==> src/rtl/ps2_pkg.sv <==
// Shared types and constants for the PS/2 keyboard receiver and decoder.
package ps2_pkg;

  typedef enum logic [1:0] {
    IDLE   = 2'd0,
    DATA   = 2'd1,
    PARITY = 2'd2,
    STOP   = 2'd3
  } rx_state_t;

  localparam logic [7:0] PS2_BRK = 8'hF0;
  localparam logic [7:0] PS2_EXT = 8'hE0;

  localparam logic [15:0] KEY_SPACE     = 16'd32;
  localparam logic [15:0] KEY_NEWLINE   = 16'd128;
  localparam logic [15:0] KEY_BACKSPACE = 16'd129;
  localparam logic [15:0] KEY_LEFT      = 16'd130;
  localparam logic [15:0] KEY_UP        = 16'd131;
  localparam logic [15:0] KEY_RIGHT     = 16'd132;
  localparam logic [15:0] KEY_DOWN      = 16'd133;
  localparam logic [15:0] KEY_HOME      = 16'd134;
  localparam logic [15:0] KEY_END       = 16'd135;
  localparam logic [15:0] KEY_PGUP      = 16'd136;
  localparam logic [15:0] KEY_PGDN      = 16'd137;
  localparam logic [15:0] KEY_INSERT    = 16'd138;
  localparam logic [15:0] KEY_DELETE    = 16'd139;
  localparam logic [15:0] KEY_ESC       = 16'd140;
  localparam logic [15:0] KEY_F1        = 16'd141;
  localparam logic [15:0] KEY_F2        = 16'd142;
  localparam logic [15:0] KEY_F3        = 16'd143;
  localparam logic [15:0] KEY_F4        = 16'd144;
  localparam logic [15:0] KEY_F5        = 16'd145;
  localparam logic [15:0] KEY_F6        = 16'd146;
  localparam logic [15:0] KEY_F7        = 16'd147;
  localparam logic [15:0] KEY_F8        = 16'd148;
  localparam logic [15:0] KEY_F9        = 16'd149;
  localparam logic [15:0] KEY_F10       = 16'd150;
  localparam logic [15:0] KEY_F11       = 16'd151;
  localparam logic [15:0] KEY_F12       = 16'd152;

endpackage

==> src/rtl/ps2_xlate.sv <==
// Scan-code set 2 to Hack key code translation; 0 means unmapped.
module ps2_xlate
  import ps2_pkg::*;
(
  input  logic        ext_i,
  input  logic [7:0]  scancode_i,
  output logic [15:0] hack_code_o
);

  // Lookup on the (extended, scancode) pair
  always_comb begin
    hack_code_o = 16'd0;
    case ({ext_i, scancode_i})
      9'h01C: hack_code_o = 16'd65;  9'h032: hack_code_o = 16'd66;
      9'h021: hack_code_o = 16'd67;  9'h023: hack_code_o = 16'd68;
      9'h024: hack_code_o = 16'd69;  9'h02B: hack_code_o = 16'd70;
      9'h034: hack_code_o = 16'd71;  9'h033: hack_code_o = 16'd72;
      9'h043: hack_code_o = 16'd73;  9'h03B: hack_code_o = 16'd74;
      9'h042: hack_code_o = 16'd75;  9'h04B: hack_code_o = 16'd76;
      9'h03A: hack_code_o = 16'd77;  9'h031: hack_code_o = 16'd78;
      9'h044: hack_code_o = 16'd79;  9'h04D: hack_code_o = 16'd80;
      9'h015: hack_code_o = 16'd81;  9'h02D: hack_code_o = 16'd82;
      9'h01B: hack_code_o = 16'd83;  9'h02C: hack_code_o = 16'd84;
      9'h03C: hack_code_o = 16'd85;  9'h02A: hack_code_o = 16'd86;
      9'h01D: hack_code_o = 16'd87;  9'h022: hack_code_o = 16'd88;
      9'h035: hack_code_o = 16'd89;  9'h01A: hack_code_o = 16'd90;
      9'h045: hack_code_o = 16'd48;  9'h016: hack_code_o = 16'd49;
      9'h01E: hack_code_o = 16'd50;  9'h026: hack_code_o = 16'd51;
      9'h025: hack_code_o = 16'd52;  9'h02E: hack_code_o = 16'd53;
      9'h036: hack_code_o = 16'd54;  9'h03D: hack_code_o = 16'd55;
      9'h03E: hack_code_o = 16'd56;  9'h046: hack_code_o = 16'd57;
      9'h029: hack_code_o = KEY_SPACE;
      9'h05A: hack_code_o = KEY_NEWLINE;
      9'h066: hack_code_o = KEY_BACKSPACE;
      9'h076: hack_code_o = KEY_ESC;
      9'h16B: hack_code_o = KEY_LEFT;
      9'h175: hack_code_o = KEY_UP;
      9'h174: hack_code_o = KEY_RIGHT;
      9'h172: hack_code_o = KEY_DOWN;
      9'h16C: hack_code_o = KEY_HOME;
      9'h169: hack_code_o = KEY_END;
      9'h17D: hack_code_o = KEY_PGUP;
      9'h17A: hack_code_o = KEY_PGDN;
      9'h170: hack_code_o = KEY_INSERT;
      9'h171: hack_code_o = KEY_DELETE;
      9'h005: hack_code_o = KEY_F1;  9'h006: hack_code_o = KEY_F2;
      9'h004: hack_code_o = KEY_F3;  9'h00C: hack_code_o = KEY_F4;
      9'h003: hack_code_o = KEY_F5;  9'h00B: hack_code_o = KEY_F6;
      9'h083: hack_code_o = KEY_F7;  9'h00A: hack_code_o = KEY_F8;
      9'h001: hack_code_o = KEY_F9;  9'h009: hack_code_o = KEY_F10;
      9'h078: hack_code_o = KEY_F11; 9'h007: hack_code_o = KEY_F12;
      default: hack_code_o = 16'd0;
    endcase
  end

endmodule

==> src/rtl/ps2_keyboard.sv <==
// PS/2 keyboard receiver: sync + clock filter, frame FSM, make/break decoder.
module ps2_keyboard
  import ps2_pkg::*;
#(
  parameter int unsigned FILT    = 8,
  parameter int unsigned TIMEOUT = 50000
) (
  input  logic        clk,
  input  logic        rst_n,
  input  logic        ps2_clk,
  input  logic        ps2_dat,
  output logic [15:0] key,
  output logic        frame_err
);

  localparam int unsigned FW = $clog2(FILT + 1);
  localparam int unsigned TW = $clog2(TIMEOUT + 1);

  logic          clk_s1_q, clk_s2_q, dat_s1_q, dat_s2_q;
  logic          filt_q, filt_d;
  logic [FW-1:0] fcnt_q, fcnt_d;
  logic          fall_c;
  rx_state_t     state_q, state_d;
  logic [2:0]    bcnt_q, bcnt_d;
  logic [7:0]    shreg_q, shreg_d;
  logic          par_q, par_d;
  logic [TW-1:0] tcnt_q, tcnt_d;
  logic          byte_vld_q, byte_vld_d;
  logic [7:0]    byte_q, byte_d;
  logic          err_q, err_d;
  logic          brk_q, brk_d, ext_q, ext_d;
  logic [15:0]   key_q, key_d;
  logic [15:0]   code_c;

  assign key       = key_q;
  assign frame_err = err_q;

  ps2_xlate u_xlate (
    .ext_i      (ext_q),
    .scancode_i (byte_q),
    .hack_code_o(code_c)
  );

  // Two-flop synchronisers for the asynchronous PS/2 lines
  always_ff @(posedge clk or negedge rst_n) begin
    if (!rst_n) begin
      clk_s1_q <= 1'b1; clk_s2_q <= 1'b1;
      dat_s1_q <= 1'b1; dat_s2_q <= 1'b1;
    end else begin
      clk_s1_q <= ps2_clk; clk_s2_q <= clk_s1_q;
      dat_s1_q <= ps2_dat; dat_s2_q <= dat_s1_q;
    end
  end

  // Clock filter: level follows only after FILT consecutive differing samples
  always_comb begin
    filt_d = filt_q;
    fcnt_d = '0;
    fall_c = 1'b0;
    if (clk_s2_q != filt_q) begin
      if (fcnt_q == FW'(FILT - 1)) begin
        filt_d = clk_s2_q;
        fall_c = filt_q;
      end else begin
        fcnt_d = fcnt_q + FW'(1);
      end
    end
  end

  // Frame receiver, timeout and make/break decoder next-state
  always_comb begin
    state_d    = state_q;
    bcnt_d     = bcnt_q;
    shreg_d    = shreg_q;
    par_d      = par_q;
    tcnt_d     = tcnt_q;
    byte_vld_d = 1'b0;
    byte_d     = byte_q;
    err_d      = 1'b0;
    brk_d      = brk_q;
    ext_d      = ext_q;
    key_d      = key_q;

    if (byte_vld_q) begin
      if (byte_q == PS2_BRK) begin
        brk_d = 1'b1;
      end else if (byte_q == PS2_EXT) begin
        ext_d = 1'b1;
      end else begin
        brk_d = 1'b0;
        ext_d = 1'b0;
        if (code_c != 16'd0) begin
          if (!brk_q) key_d = code_c;
          else if (code_c == key_q) key_d = 16'd0;
        end
      end
    end

    if (fall_c) begin
      tcnt_d = '0;
      case (state_q)
        IDLE: begin
          if (!dat_s2_q) begin
            state_d = DATA;
            bcnt_d  = 3'd0;
          end else begin
            err_d = 1'b1;
          end
        end
        DATA: begin
          shreg_d = {dat_s2_q, shreg_q[7:1]};
          bcnt_d  = bcnt_q + 3'd1;
          if (bcnt_q == 3'd7) state_d = PARITY;
        end
        PARITY: begin
          par_d   = dat_s2_q;
          state_d = STOP;
        end
        STOP: begin
          state_d = IDLE;
          if (dat_s2_q && ((^shreg_q) ^ par_q)) begin
            byte_vld_d = 1'b1;
            byte_d     = shreg_q;
          end else begin
            err_d = 1'b1;
          end
        end
        default: state_d = IDLE;
      endcase
    end else if (state_q != IDLE) begin
      if (tcnt_q == TW'(TIMEOUT - 1)) begin
        state_d = IDLE;
        tcnt_d  = '0;
        err_d   = 1'b1;
      end else begin
        tcnt_d = tcnt_q + TW'(1);
      end
    end else begin
      tcnt_d = '0;
    end

    // A damaged or aborted frame may have been a prefix; forget pending prefixes
    if (err_d) begin
      brk_d = 1'b0;
      ext_d = 1'b0;
    end
  end

  // State registers
  always_ff @(posedge clk or negedge rst_n) begin
    if (!rst_n) begin
      filt_q     <= 1'b1;
      fcnt_q     <= '0;
      state_q    <= IDLE;
      bcnt_q     <= 3'd0;
      shreg_q    <= 8'd0;
      par_q      <= 1'b0;
      tcnt_q     <= '0;
      byte_vld_q <= 1'b0;
      byte_q     <= 8'd0;
      err_q      <= 1'b0;
      brk_q      <= 1'b0;
      ext_q      <= 1'b0;
      key_q      <= 16'd0;
    end else begin
      filt_q     <= filt_d;
      fcnt_q     <= fcnt_d;
      state_q    <= state_d;
      bcnt_q     <= bcnt_d;
      shreg_q    <= shreg_d;
      par_q      <= par_d;
      tcnt_q     <= tcnt_d;
      byte_vld_q <= byte_vld_d;
      byte_q     <= byte_d;
      err_q      <= err_d;
      brk_q      <= brk_d;
      ext_q      <= ext_d;
      key_q      <= key_d;
    end
  end

endmodule

==> config.mk <==
export PLATFORM = sky130hd
export DESIGN_NAME = ps2_keyboard
export DESIGN_NICKNAME = d
export VERILOG_FILES = /design/src/rtl/ps2_pkg.sv /design/src/rtl/ps2_xlate.sv /design/src/rtl/ps2_keyboard.sv
export SDC_FILE = /design/constraint.sdc
export NUM_CORES = 1
export LEC_CHECK = 0
export CORE_MARGIN = 4
export CORE_UTILIZATION = 66
export DETAILED_ROUTE_END_ITERATION = 8
export PLACE_DENSITY = 0.86
export REMOVE_ABC_BUFFERS = 1
export SLEW_MARGIN = 10
export SYNTH_ARGS = -nofsm -noshare
export SYNTH_HDL_FRONTEND = slang
export SYNTH_SLANG_ARGS = --single-unit
==> constraint.sdc <==
create_clock -name clk -period 4.7 [get_ports clk]
set_input_delay 0.94 -clock clk [delete_from_list [all_inputs] [get_ports clk]]
set_output_delay 0.94 -clock clk [all_outputs]
set_load 0.01 [all_outputs]
-- Word level (Yosys, flattened, before mapping)
Index checks and enable logic that the tools add are counted.
- add/subtract/negate cells: 3
- equality and inequality tests: 78
- muxes and demuxes: 35
- bitwise operators: 3
- reductions and logical operators: 18
- operator list (operator ; number):
    one-hot mux 8 bit (62 select lines) ; 1
    == test 9 x 6 -> 1 bit, second input constant ; 23
    == test 9 x 7 -> 1 bit, second input constant ; 11
    == test 9 bit, second input constant ; 10
    two-way mux 16 bit ; 5
    == test 9 x 5 -> 1 bit, second input constant ; 7
    == test 9 x 3 -> 1 bit, second input constant ; 4
    == test 9 x 4 -> 1 bit, second input constant ; 4
    two-way mux 1 bit ; 18
    adder 16 x 1 -> 16 bit, second input constant ; 1
    == test 16 bit ; 1
    == test 16 bit, second input constant ; 1
    == test 8 bit, second input constant ; 2
    nonzero test 16 bit ; 1
    two-way mux 2 bit ; 5
    AND reduction 2 bit ; 5
    nonzero test 2 bit ; 5
    == test 9 x 1 -> 1 bit, second input constant ; 1
    == test 9 x 2 -> 1 bit, second input constant ; 1
    == test 9 x 8 -> 1 bit, second input constant ; 1
    != test 3 bit, second input constant ; 3
    two-way mux 4 bit ; 2
    one-hot mux 2 bit (4 select lines) ; 1
    parity 8 bit ; 1
    other kinds (19) ; 23
- bits in registers: 67
- input port bits: 4
- output and inout port bits: 17
- logic and storage cells: 154

-- Longest topological paths before layout
- depth after elaboration: 8
- gate-level depth with buffers: 12
- gate-level depth less buffers: 9

-- By module
From an unflattened synthesis, not the netlist that was laid out.
- cell total of the unflattened synthesis: 460
- area, all modules: 4364.2 um2
- by module, submodules not included (module ; instances ; cells an instance ; area each (um2) ; seq. area each (um2)):
    ps2_keyboard ; 1 ; 253 ; 3084.2 ; 1682.9
    ps2_xlate ; 1 ; 207 ; 1280.0 ; 0.0

-- Least setup slack after synthesis
No wires, ideal clock.
- path type: register to register
- from: register byte_q[4]
- to: register key_q[5], in the netlist key[5]
- library setup time: 0.127 ns
- arrival: 2.550 ns
- required time: 4.573 ns
- setup slack: 2.023 ns
- stages on the path, launching flop included: 11
- path buffers: 1
- clock period less this slack: 2.677 ns
- path through: dfrtp_1 -> buf_6 -> or4_4 -> or3b_4 -> o311a_1 -> o2111a_1 -> nand3_1 -> nor4b_2 -> nand4_1 -> nor2_4 -> o21ai_1
- longest elaborated chain between the ends: 5
- elaborated cells between the ends (all ways): 72
- classes of those cells: 66 x eq/ne; 2 x mux; 2 x bitwise; 2 x reduce/logical
- RTL lines (item ; line ; source):
    from (decl) ; ps2_keyboard.sv:29 ; logic [7:0] byte_q, byte_d;
    from (signal assigned) ; ps2_keyboard.sv:174 ; byte_q <= byte_d;
    == test 9 x 3 -> 1 bit (tied with other cells) ; ps2_xlate.sv:13 ; case ({ext_i, scancode_i})
    one-hot mux 8 bit (62 select lines) ; ps2_xlate.sv:13 ;
    == test 16 bit ; ps2_keyboard.sv:94 ; else if (code_c == key_q) key_d = 16'd0;
    != test 2 x 1 -> 1 bit (no source line) ; n/a ;
    AND reduction 5 bit (no source line) ; n/a ;
    to (signal assigned) ; ps2_keyboard.sv:178 ; key_q <= key_d;
    to (decl) ; ps2_keyboard.sv:32 ; logic [15:0] key_q, key_d;
Parallel ways exist; a longest one is shown, timed or not.
A chain may end at the register's enable or synchronous reset.

-- Final worst setup path
- from: register byte_q[0]
- to: register key_q[7], in the netlist key[7]
Same word-level chain as after synthesis.

==> summary.txt <==
Status
  • Status: finished, final reports clean

Critical path
  • CP Cell Sequence: nand2b_1, o32a_1, o21ai_1, or4b_4, or4_1, a211oi_1, nand4_1, nor2_4, o21ai_1
  • CP peak stage delay: 0.99 ns
  • Cell family with most CP delay: simple AND/OR/NAND/NOR gates
  • Startpoint Class: register
  • Req. time, crit path: 4.91 ns
  • Cell mode on critical path: o21ai_1
  • Critical path buffer and inverter count: 0
  • CP endpoint kind: register
  • CP max stage cell: dfrtp_1
  • Crit path arrival time: 3.75 ns
  • Critical path class: register to register
  • Crit Path Max Fanout: 33

Floorplan
  • I/O pins: 21
  • Rows: 28
  • Die area: 0.00772 mm²
  • Core Area: 0.00606 mm²
  • Initial Utilization: 69.5%
  • Die X: 87.9 µm
  • Die height: 87.9 µm

Synthesis
  • Synth Cell Area: 0.00421 mm²
  • Register bit total from synthesis: 59
  • Unique masters post-synth: 77
  • Sequential area share after synthesis: 35.2%
  • Syn avg cell area: 8.67 µm²
  • Synth Flop Type: dfrtp_1
  • Syn Inst Count: 486
  • Share of synthesized registers carrying an async set or reset: 100%
  • Yosys warns: 0
  • Post-synth EDFFs: 0

Global route
  • Global route overflow: 0
  • Number of global-route vias before repair: 3688
  • GR Util All Layers: 30.7%
  • Initial antenna violation count: 0
  • First-pass GRT wire length: 18200 µm
  • Largest net degree at the start of global routing: 60

Detailed routing
  • Via/cell ratio: 6.94
  • Post-route antenna net violation count: 0
  • Vias: 3894
  • Final wirelength: 11300 µm
  • Residual DRC: 0
  • Router iterations before antenna repair: 5
  • Wirelength per Cell: 20.1 µm
  • Initial DRC Count: 552

Power and ir drop
  • Sw frac: 25.0%
  • Power per cell area: 238 mW/mm²
  • Clock power frac: 44.3%
  • Comb pwr share: 4.6%
  • Power Total: 1.06 mW
  • Worst VDD drop: 0.000309 V
  • P_int: 0.795 mW
  • Reg power frac: 51.2%
  • Leakage: 1.84 nW
  • Psw: 0.265 mW

Cells and area
  • Final Util: 73.6%
  • Area growth, synth to finish: 5.94%
  • Layout cells sized above 1: 11.5%
  • Finished Cell Area: 0.00446 mm²
  • Most frequent cells in the layout: dfrtp_1, nand2_1, nor2_1, nand3_1
  • Post-layout nets: 493
  • Most common cell after layout, fill and taps aside: dfrtp_1
  • # diodes: 0

STA
  • Unrepaired setup endpoints after global routing: false
  • Final worst path period share: 75.3%
  • Hold_ws: 0.357 ns
  • Fmax: 283 MHz
  • Final slew viol count: 0
  • Fin. Hold Viols: 0
  • Worst slew margin: 32.6%
  • Min cycle time layout: 3.54 ns
  • Worst Skew: 0.00837 ns
  • Setup_tns: 0 ns
  • Setup violations, final: 0
  • Worst Max-Slew Pin Slew: 1.01 ns

Clock tree
  • Clock Latency Late Sink: 0.34 ns
  • CTS H-tree depth: 3
  • Maximum clock insertion buffer count: 2
  • Clock transition at the registers of the reported paths: 0.07 ns
  • Hold_buf cts: 0
  • CTS tree: done
  • Post-CTS sizing: 0
  • CTS root buffer: clkbuf_8
  • Clock sink count: 59
  • Post-CTS setup buffers: 0
  • Num CTS Buffers: 9

Place
  • IO Port Bufs: 12
  • Post-detail-place hpwl: 7550 µm
  • Gpl congestion: 1.08
  • DP Area: 0.00426 mm²

Min path
  • Hold WC Path Type: register to register

Run
  • Max Cap Violations: 0
path summary, 6_finish.rpt:
kind / cells after the start / slack, ns / startpoint / endpoint
setup / recovery: 9 / 1.16 / byte_q[0]$_DFFE_PN0P_ / key[7]$_DFFE_PN0P_
hold / removal: 0 / 0.36 / dat_s1_q$_DFF_PN1_ / dat_s2_q$_DFF_PN1_
setup reg to reg: 9 / 1.16 / byte_q[0]$_DFFE_PN0P_ / key[7]$_DFFE_PN0P_
hold reg to reg: 0 / 0.36 / dat_s1_q$_DFF_PN1_ / dat_s2_q$_DFF_PN1_
max in group asynchronous: 2 / 3.47 / rst_n / key[6]$_DFFE_PN0P_
min in group asynchronous: 2 / 0.73 / rst_n / tcnt_q[8]$_DFF_PN0_
Yosys cell counts (6+ instances only):
cell	instances	area, µm²
nand4_1	11	68.8
clkbuf_1	7	26.3
nand3_1	18	90.1
dfrtp_1	54	1350
nor3_1	15	75.1
ha_1	8	100
or3_1	7	43.8
a31oi_1	8	50.1
mux2_2	10	113
nor4_1	6	37.5
nor2b_1	9	56.3
nor2_1	39	146
a211oi_1	8	60.1
buf_2	17	85.1
inv_1	10	37.5
xor2_1	13	114
o21ai_1	9	45.0
o21ai_0	17	85.1
nand2_1	50	188
nand3b_1	11	82.6
or2_2	7	43.8
a22oi_1	9	67.6
buf_4	10	75.1
nand2b_1	12	75.1
xnor2_1	17	149
a21oi_1	15	75.1
registers in the layout, summed over array words and instances, names as in the netlist:
name and cells:
ext_q 1, clk_s1_q 1, bcnt_q 3, fcnt_q 4
dat_s2_q 1, brk_q 1, key 8, state_q 2
filt_q 1, byte_q 8, clk_s2_q 1, par_q 1
shreg_q 8, frame_err 1, dat_s1_q 1, tcnt_q 16
byte_vld_q 1
routing by layer:
layer | share of wire (%) | up-vias | track usage (%)
li1 | - | 1752 | -
met4 | 4.8 | 0 | 15.1
met2 | 48 | 236 | 51.6
met1 | 40 | 1845 | 37.8
met5 | 0 | - | 0
met3 | 7.4 | 61 | 5.93
kinds of logic (layout without fill, tap and decap cells):
logic type	Yosys count	in the layout	share of synthesized area [%]
DFF	59	59	35.2
other	1	8	0.0890
adders and majority gates	8	8	2.38
and+or+nand+nor	225	225	29.6
buffers and inverters	48	41	5.88
AOI/OAI and AO/OA	103	103	17.2
xor gates and xnor gates	31	31	6.77
muxes	11	11	2.91
stage by stage:
stage / setup slack [ns] / cells
final: 1.16 / 561
after global routing: 0.990 / 561
after CTS: 1.22 / 561
after detailed placement: 1.23 / 545
after global placement: 1.25 / 545
after floorplan: 1.70 / 456
area by class of cell:
class,instances,area [µm²]
multi-input cells,386,2510
fillers,421,1600
flip-flops and latches,59,1480
repair buffers,14,130
clock buffers,9,124
well taps,75,93.8
clock inverters,7,77.6
inverters,11,41.3
worst reg2reg max path, delay by kind of cell (launching register included):
family | cells | cell delay [ns]
and+or+nand+nor | 5 | 1.76
DFF | 1 | 0.99
AOI/OAI and AO/OA | 4 | 0.67
power groups by stage:
| stage | sequential (mW) | clock (mW) | combinational (mW) |
|---|---|---|---|
| 5_1_grt | 0.544 | 0.498 | 0.0579 |
| 6_report | 0.542 | 0.469 | 0.0485 |
| 3_5_place_dp | 0.552 | 0 | 0.0499 |
| 4_1_cts | 0.542 | 0.474 | 0.0499 |
| 3_3_place_gp | 0.550 | 0 | 0.0459 |
| 2_1_floorplan | 0.548 | 0 | 0.0309 |
Power figures use the tool's default switching activity.
